## src/rtl/pcecd_scsi_phase_seq.sv

```systemverilog
// Drive-side SCSI phase sequencer for the PC Engine CD: BUS_FREE -> COMMAND -> EXEC -> STATUS -> MESSAGE_IN.
// Optional handshake watchdog enabled with `define PCECD_PHASE_TIMEOUT_EN (adds o_timeout).
module pcecd_scsi_phase_seq #(
    parameter int         TIMEOUT_CYCLES = 65535,
    parameter logic [7:0] MSG_BYTE       = 8'h00
) (
    input  logic        i_clk,
    input  logic        i_rst,
    input  logic        i_sel,
    input  logic        i_ack,
    input  logic        i_bus_rst,
    input  logic [7:0]  i_db,
    input  logic        i_exec_done,
    input  logic [7:0]  i_exec_status,
    output logic [7:0]  o_status,
    output logic [7:0]  o_db,
    output logic [2:0]  o_phase,
    output logic        o_cmd_valid,
    output logic [3:0]  o_cmd_len,
    output logic [95:0] o_cmd_buf,
`ifdef PCECD_PHASE_TIMEOUT_EN
    output logic        o_irq_done,
    output logic        o_timeout
`else
    output logic        o_irq_done
`endif
);

    typedef enum logic [2:0] {
        PH_FREE = 3'd0,
        PH_CMD  = 3'd1,
        PH_EXEC = 3'd2,
        PH_STAT = 3'd3,
        PH_MSG  = 3'd4
    } phase_t;

    phase_t     phase;
    logic       bsy, req, msg, cd, io;
    logic [3:0] cnt;
    logic       ack_q, bus_rst_q;
    logic       ack_rise, bus_rst_rise;
    logic [3:0] tgt_len;
    logic       illegal;
    logic [7:0] opcode;

    assign ack_rise     = i_ack & ~ack_q;
    assign bus_rst_rise = i_bus_rst & ~bus_rst_q;
    assign o_status     = {bsy, req, msg, cd, io, 3'b000};
    assign o_phase      = phase;
    assign opcode       = o_cmd_buf[7:0];

    // Group code of byte 0 gives the CDB length; unknown groups are run as 6-byte and flagged.
    always_comb begin
        tgt_len = 4'd6;
        illegal = 1'b0;
        if (opcode <= 8'h1F)
            tgt_len = 4'd6;
        else if (opcode <= 8'h5F)
            tgt_len = 4'd10;
        else if (opcode >= 8'hA0 && opcode <= 8'hBF)
            tgt_len = 4'd12;
        else if (opcode >= 8'hD8 && opcode <= 8'hDF)
            tgt_len = 4'd10;
        else
            illegal = 1'b1;
    end

`ifdef PCECD_PHASE_TIMEOUT_EN
    localparam logic [15:0] WD_LAST = 16'(TIMEOUT_CYCLES - 1);
    logic [15:0] wd;
    logic        watched, stall;

    assign watched = (phase == PH_CMD) || (phase == PH_STAT) || (phase == PH_MSG);
    // Any REQ-changing event counts as handshake progress and restarts the watchdog.
    assign stall   = watched && !(ack_rise && req) && !(!req && !i_ack);
`endif

    always_ff @(posedge i_clk) begin
        if (i_rst) begin
            phase       <= PH_FREE;
            {bsy, req, msg, cd, io} <= 5'b0;
            o_db        <= 8'h00;
            o_cmd_buf   <= 96'h0;
            o_cmd_len   <= 4'd0;
            o_cmd_valid <= 1'b0;
            o_irq_done  <= 1'b0;
            cnt         <= 4'd0;
            ack_q       <= 1'b0;
            bus_rst_q   <= 1'b0;
`ifdef PCECD_PHASE_TIMEOUT_EN
            o_timeout   <= 1'b0;
            wd          <= 16'd0;
`endif
        end else begin
            ack_q       <= i_ack;
            bus_rst_q   <= i_bus_rst;
            o_cmd_valid <= 1'b0;
            o_irq_done  <= 1'b0;
`ifdef PCECD_PHASE_TIMEOUT_EN
            o_timeout   <= 1'b0;
`endif
            if (bus_rst_rise) begin
                // Same as a full reset, but the command buffer survives.
                phase     <= PH_FREE;
                {bsy, req, msg, cd, io} <= 5'b0;
                o_db      <= 8'h00;
                o_cmd_len <= 4'd0;
                cnt       <= 4'd0;
                ack_q     <= 1'b0;
            end else begin
                case (phase)
                    PH_FREE: begin
                        {bsy, req, msg, cd, io} <= 5'b0;
                        if (i_sel && !i_bus_rst) begin
                            phase <= PH_CMD;
                            {bsy, req, msg, cd, io} <= 5'b11010;
                            cnt   <= 4'd0;
                        end
                    end
                    PH_CMD: begin
                        if (ack_rise && req) begin
                            for (int n = 0; n < 12; n++)
                                if (cnt == 4'(n))
                                    o_cmd_buf[8*n +: 8] <= i_db;
                            cnt <= cnt + 4'd1;
                            req <= 1'b0;
                        end else if (!req && !i_ack) begin
                            if (cnt == tgt_len) begin
                                o_cmd_valid <= 1'b1;
                                o_cmd_len   <= tgt_len;
                                phase       <= PH_EXEC;
                                cd          <= 1'b0;
                            end else if (cnt < tgt_len) begin
                                req <= 1'b1;
                            end
                        end
                    end
                    PH_EXEC: begin
                        bsy <= 1'b1;
                        req <= 1'b0;
                        // Illegal opcodes are answered locally with CHECK CONDITION.
                        if (illegal || i_exec_done) begin
                            o_db  <= illegal ? 8'h02 : i_exec_status;
                            cd    <= 1'b1;
                            io    <= 1'b1;
                            req   <= 1'b1;
                            phase <= PH_STAT;
                        end
                    end
                    PH_STAT: begin
                        if (ack_rise && req) begin
                            req <= 1'b0;
                        end else if (!req && !i_ack) begin
                            o_db  <= MSG_BYTE;
                            msg   <= 1'b1;
                            req   <= 1'b1;
                            phase <= PH_MSG;
                        end
                    end
                    PH_MSG: begin
                        if (ack_rise && req) begin
                            req <= 1'b0;
                        end else if (!req && !i_ack) begin
                            {bsy, req, msg, cd, io} <= 5'b0;
                            o_db       <= 8'h00;
                            o_irq_done <= 1'b1;
                            phase      <= PH_FREE;
                        end
                    end
                    default: begin
                        phase <= PH_FREE;
                        {bsy, req, msg, cd, io} <= 5'b0;
                    end
                endcase
`ifdef PCECD_PHASE_TIMEOUT_EN
                if (!stall) begin
                    wd <= 16'd0;
                end else if (wd == WD_LAST) begin
                    {bsy, req, msg, cd, io} <= 5'b0;
                    o_db      <= 8'h00;
                    phase     <= PH_FREE;
                    o_timeout <= 1'b1;
                    wd        <= 16'd0;
                end else begin
                    wd <= wd + 16'd1;
                end
`endif
            end
        end
    end

endmodule

```

## config.mk

```make
export PLATFORM = sky130hd
export DESIGN_NAME = pcecd_scsi_phase_seq
export DESIGN_NICKNAME = d
export VERILOG_FILES = /design/src/rtl/pcecd_scsi_phase_seq.sv
export SDC_FILE = /design/constraint.sdc
export NUM_CORES = 1
export LEC_CHECK = 0
export ABC_AREA = 1
export BUFFER_PORTS_ARGS = -buffer_cell sky130_fd_sc_hd__buf_2
export CAP_MARGIN = 20
export CORE_MARGIN = 2
export CORE_UTILIZATION = 49
export CTS_CLUSTER_DIAMETER = 60
export CTS_CLUSTER_SIZE = 40
export DETAILED_ROUTE_END_ITERATION = 6
export PLACE_DENSITY = 0.86
export SLEW_MARGIN = 15
export SYNTH_ARGS = -nofsm -noshare
export SYNTH_HDL_FRONTEND = slang
export SYNTH_SLANG_ARGS = --single-unit
```

## constraint.sdc

```tcl
create_clock -name i_clk -period 3 [get_ports i_clk]
set_input_delay 0.15 -clock i_clk [delete_from_list [all_inputs] [get_ports i_clk]]
set_output_delay 0.15 -clock i_clk [all_outputs]
set_load 0.005 [all_outputs]
```

==> impl_results.md <==
- PwrDens: 614 nW/µm²
- Largest cells by area after synthesis: dfxtp_1 48%, a21oi_1 9.7%, o21ai_0 9.5%
- H-tree depth: 4
- Die Width: 106 µm
- Clock Latency Late Sink: 0.50 ns
- Hold depth: 3
- Hpwl dp: 8.46 mm
- Syn Area/Cell: 8.02 µm²
- Cell internal pwr: 3.10 mW
- Fillers: 886
- Detail Route Antenna Nets: 0
- Top sig layer: met4
- Sequential cell area: 2460 µm²
- Crit path launch type: register
- Status: complete, no violations
- CTS Buf Count: 17
- CP Capture Type: register
- Worst Hold End: o_cmd_buf[62]$_SDFFE_PP0P_
- Leak: 2.93 nW
- Chip height: 106 µm
- Area taken by multi-input logic gates: 2030 µm²
- Post-synth top cells: 123 x dfxtp_1, 100 x a21oi_1, 98 x o21ai_0, 97 x inv_1, 72 x nor2_1
- Number of synthesized register bits: 123
- First-iteration detailed-routing DRC count: 266
- Clock power share: 53.5%
- Final cycle utilization of the critical path: 80.7%
- R2R Path End: o_cmd_buf[47]$_SDFFE_PP0P_
- Sequential fraction of the synthesis area: 47.8%
- Worst setup margin: 0.580 ns
- Core Rows: 37
- Clk root buf: clkbuf_8
- Met1 Wirelength: 5.60 mm
- Mapped Area: 5150 µm²
- CP max stage delay: 0.64 ns
- Fin crit period: 2.42 ns
- Post-Syn Instances: 642
- Setup violators final: 0
- Max Slew Vio Count: 0
- Worst path cell trace: inv_1 -> nor2_2 -> nand2_2 -> nor2_4 -> nand4_1 -> o21ai_0 -> a21oi_1
- Netlist cell types: 32
- Final Wtd Congestion: 0.876
- Levels on crit path: 7
- Worst VDD drop: 0.426 mV
- CP Class: register to register
- Fmax: 413 MHz
- Via count: 4647
- Dpl ws: 0.672 ns
- Ant. Diodes: 0
- Worst-margin pin slew: 0.649 ns
- Pre-antenna DRT Iters: 5
- Sequential power share: 41.0%
- Worst-path clk slew: 0.06 ns
- Overall routing resource usage: 22.9%
- Initial antenna violation count: 0
- Hold WC Path Type: input pin to register
- Synth Warn #: 0
- PostCTS Resize Cnt: 0
- Final net count: 808
- Maximum root-to-sink buffer count: 2
- Ys async rst share: 0%
- Die area: 11300 µm²
- Drt wl/cell: 13.9 µm
- Starting density of the core: 50.1%
- Cell Count Post-Placement: 878
- P_sw: 928 µW
- Maximum net fanout on the critical path: 16
- Max Clock Skew: 0.00730 ns
- Switching portion of total power: 23.0%
- Slowest-stage cell, CP: nand4_1
- Area grow syn2layout: 27.7%
- Hold Vio Cnt, Final: 0
- Met3 wire length: 883 µm
- Max_slew headroom: 56.6%
- Worst reg2reg setup slack: 0.58 ns
- Cell taking the most area after synthesis: dfxtp_1
- IO buf count: 138
- EDFF count, synth: 0
- Final WL: 12.9 mm
- Synth Flop Type: dfxtp_1
- Non-Filler Instances: 928
- First-pass GRT wire length: 20.7 mm
- Hold Path Origin: i_db[6]
- TritonCTS clock tree: done
- Count leader, synth: dfxtp_1
- Critical path data arrival time: 2.78 ns
- Area of the core: 10300 µm²
- Metal2 WL: 6.28 mm
- Gr ovfl total: 0
- DRC viols: 0
- Via-to-Cell Ratio: 5.01
- Critical R2R Launch: req$_SDFFE_PP0P_
- Combinational share of power: 5.4%
- Setup TNS: 0 ns
- RSZ-0062 raised after global routing: false
- Sink Count: 123
- # IOs: 143
- Crit path max-delay family: simple AND/OR/NAND/NOR gates
- Pin count of the biggest net entering global routing: 97
- R2R depth: 7
- Maxcap violations: 0
- Vias in the first global route: 4174
- WP buf/inv: 1
- Layout cell share with drive strength beyond 1: 24.7%
- Worst path required time: 3.36 ns
- Share of the synthesized area in the top cell type: 47.8%
## worst min-delay path, stage by stage
cell	delay, ns
buf_2	0.21
o21ai_2	0.16
a21oi_1	0.04
## per-layer routing
| metal | vias to the layer above | track usage [%] |
|---|---|---|
| li1 | 2363 | - |
| met4 | 0 | 6.96 |
| met1 | 2080 | 29.0 |
| met5 | - | 0 |
| met2 | 189 | 39.1 |
| met3 | 15 | 5.21 |
## state kept, by name (all words and copies together), names as in the netlist
signal / count
ack_q: 1
bsy: 1
bus_rst_q: 1
cd: 1
cnt: 4
io: 1
msg: 1
o_cmd_buf: 96
o_cmd_len: 3
o_cmd_valid: 1
o_db: 8
o_irq_done: 1
o_phase: 3
req: 1
## power by group through the flow
stage / registers [mW] / logic [mW] / clock network [mW]
floorplan: 1.69 / 0.152 / 0
global placement: 1.69 / 0.197 / 0
detailed placement: 1.69 / 0.199 / 0
CTS: 1.65 / 0.216 / 2.18
global route: 1.66 / 0.244 / 2.27
finish: 1.65 / 0.219 / 2.16
## cell families after synthesis
family	synth area share [%]
flops	47.8
compound gates	20.3
simple gates	17.2
buf+inv	12.9
fa+ha+maj	1.70
other cells	0.0729
## area by class of cell
cell class,instances,share of cell area [%]
inverter,101,5.77
multi-input combinational,379,31.0
clock inverter,14,3.14
clock buffer,18,6.51
tap,136,2.59
sequential,123,37.5
timing repair buffer,157,13.6
## cell usage in the layout (no fill, tap or decap), drive strengths merged
cell type    Yosys  final
dlygate4sd3      0     18
clkinv           0      4
a211oi           2      2
conb             1      4
nor4             1      1
nor2            76     76
clkbuf          20     18
a31oi            1      1
ha               7      7
bufinv           0      4
nand4           21     21
nand2           51     51
inv            101    106
o21ai          103    103
dfxtp          123    123
a21oi          100    100
nand3b           1      1
clkinvlp         0      1
nand3            8      8
nor3             4      4
buf             22    139
## how the worst max path moves through the flow
stage	start	to	slack (ns)
2_1_floorplan	o_cmd_buf[7]$_SDFFE_PP0P_	o_phase[1]$_SDFFE_PP0P_	1.01
3_3_place_gp	req$_SDFFE_PP0P_	o_cmd_buf[45]$_SDFFE_PP0P_	0.80
3_5_place_dp	o_cmd_buf[7]$_SDFFE_PP0P_	o_phase[1]$_SDFFE_PP0P_	0.67
4_1_cts	req$_SDFFE_PP0P_	o_cmd_buf[43]$_SDFFE_PP0P_	0.61
5_1_grt	o_cmd_buf[7]$_SDFFE_PP0P_	o_phase[1]$_SDFFE_PP0P_	0.28
6_report	req$_SDFFE_PP0P_	o_cmd_buf[47]$_SDFFE_PP0P_	0.58
## repair_timing
| item | CTS | global route |
|---|---|---|
| hold buffers | 18 | 0 |
| hold endpoints to repair | 10 | 0 |
| buffers inserted | 0 | 0 |
## metrics by stage
step / area, µm² / util [%] / total power, mW / hold slack (ns)
6_report: 6570 / 63.9 / 4.03 / 0.0922
5_1_grt: 6570 / 63.9 / 4.17 / 0.0838
4_1_cts: 6570 / 63.9 / 4.05 / 0.0692
3_5_place_dp: 5760 / 56.0 / 1.89 / 0.375
3_3_place_gp: 5760 / 56.0 / 1.89 / 0.377
2_1_floorplan: 5160 / - / 1.84 / 0.222
Power figures use the tool's default switching activity.
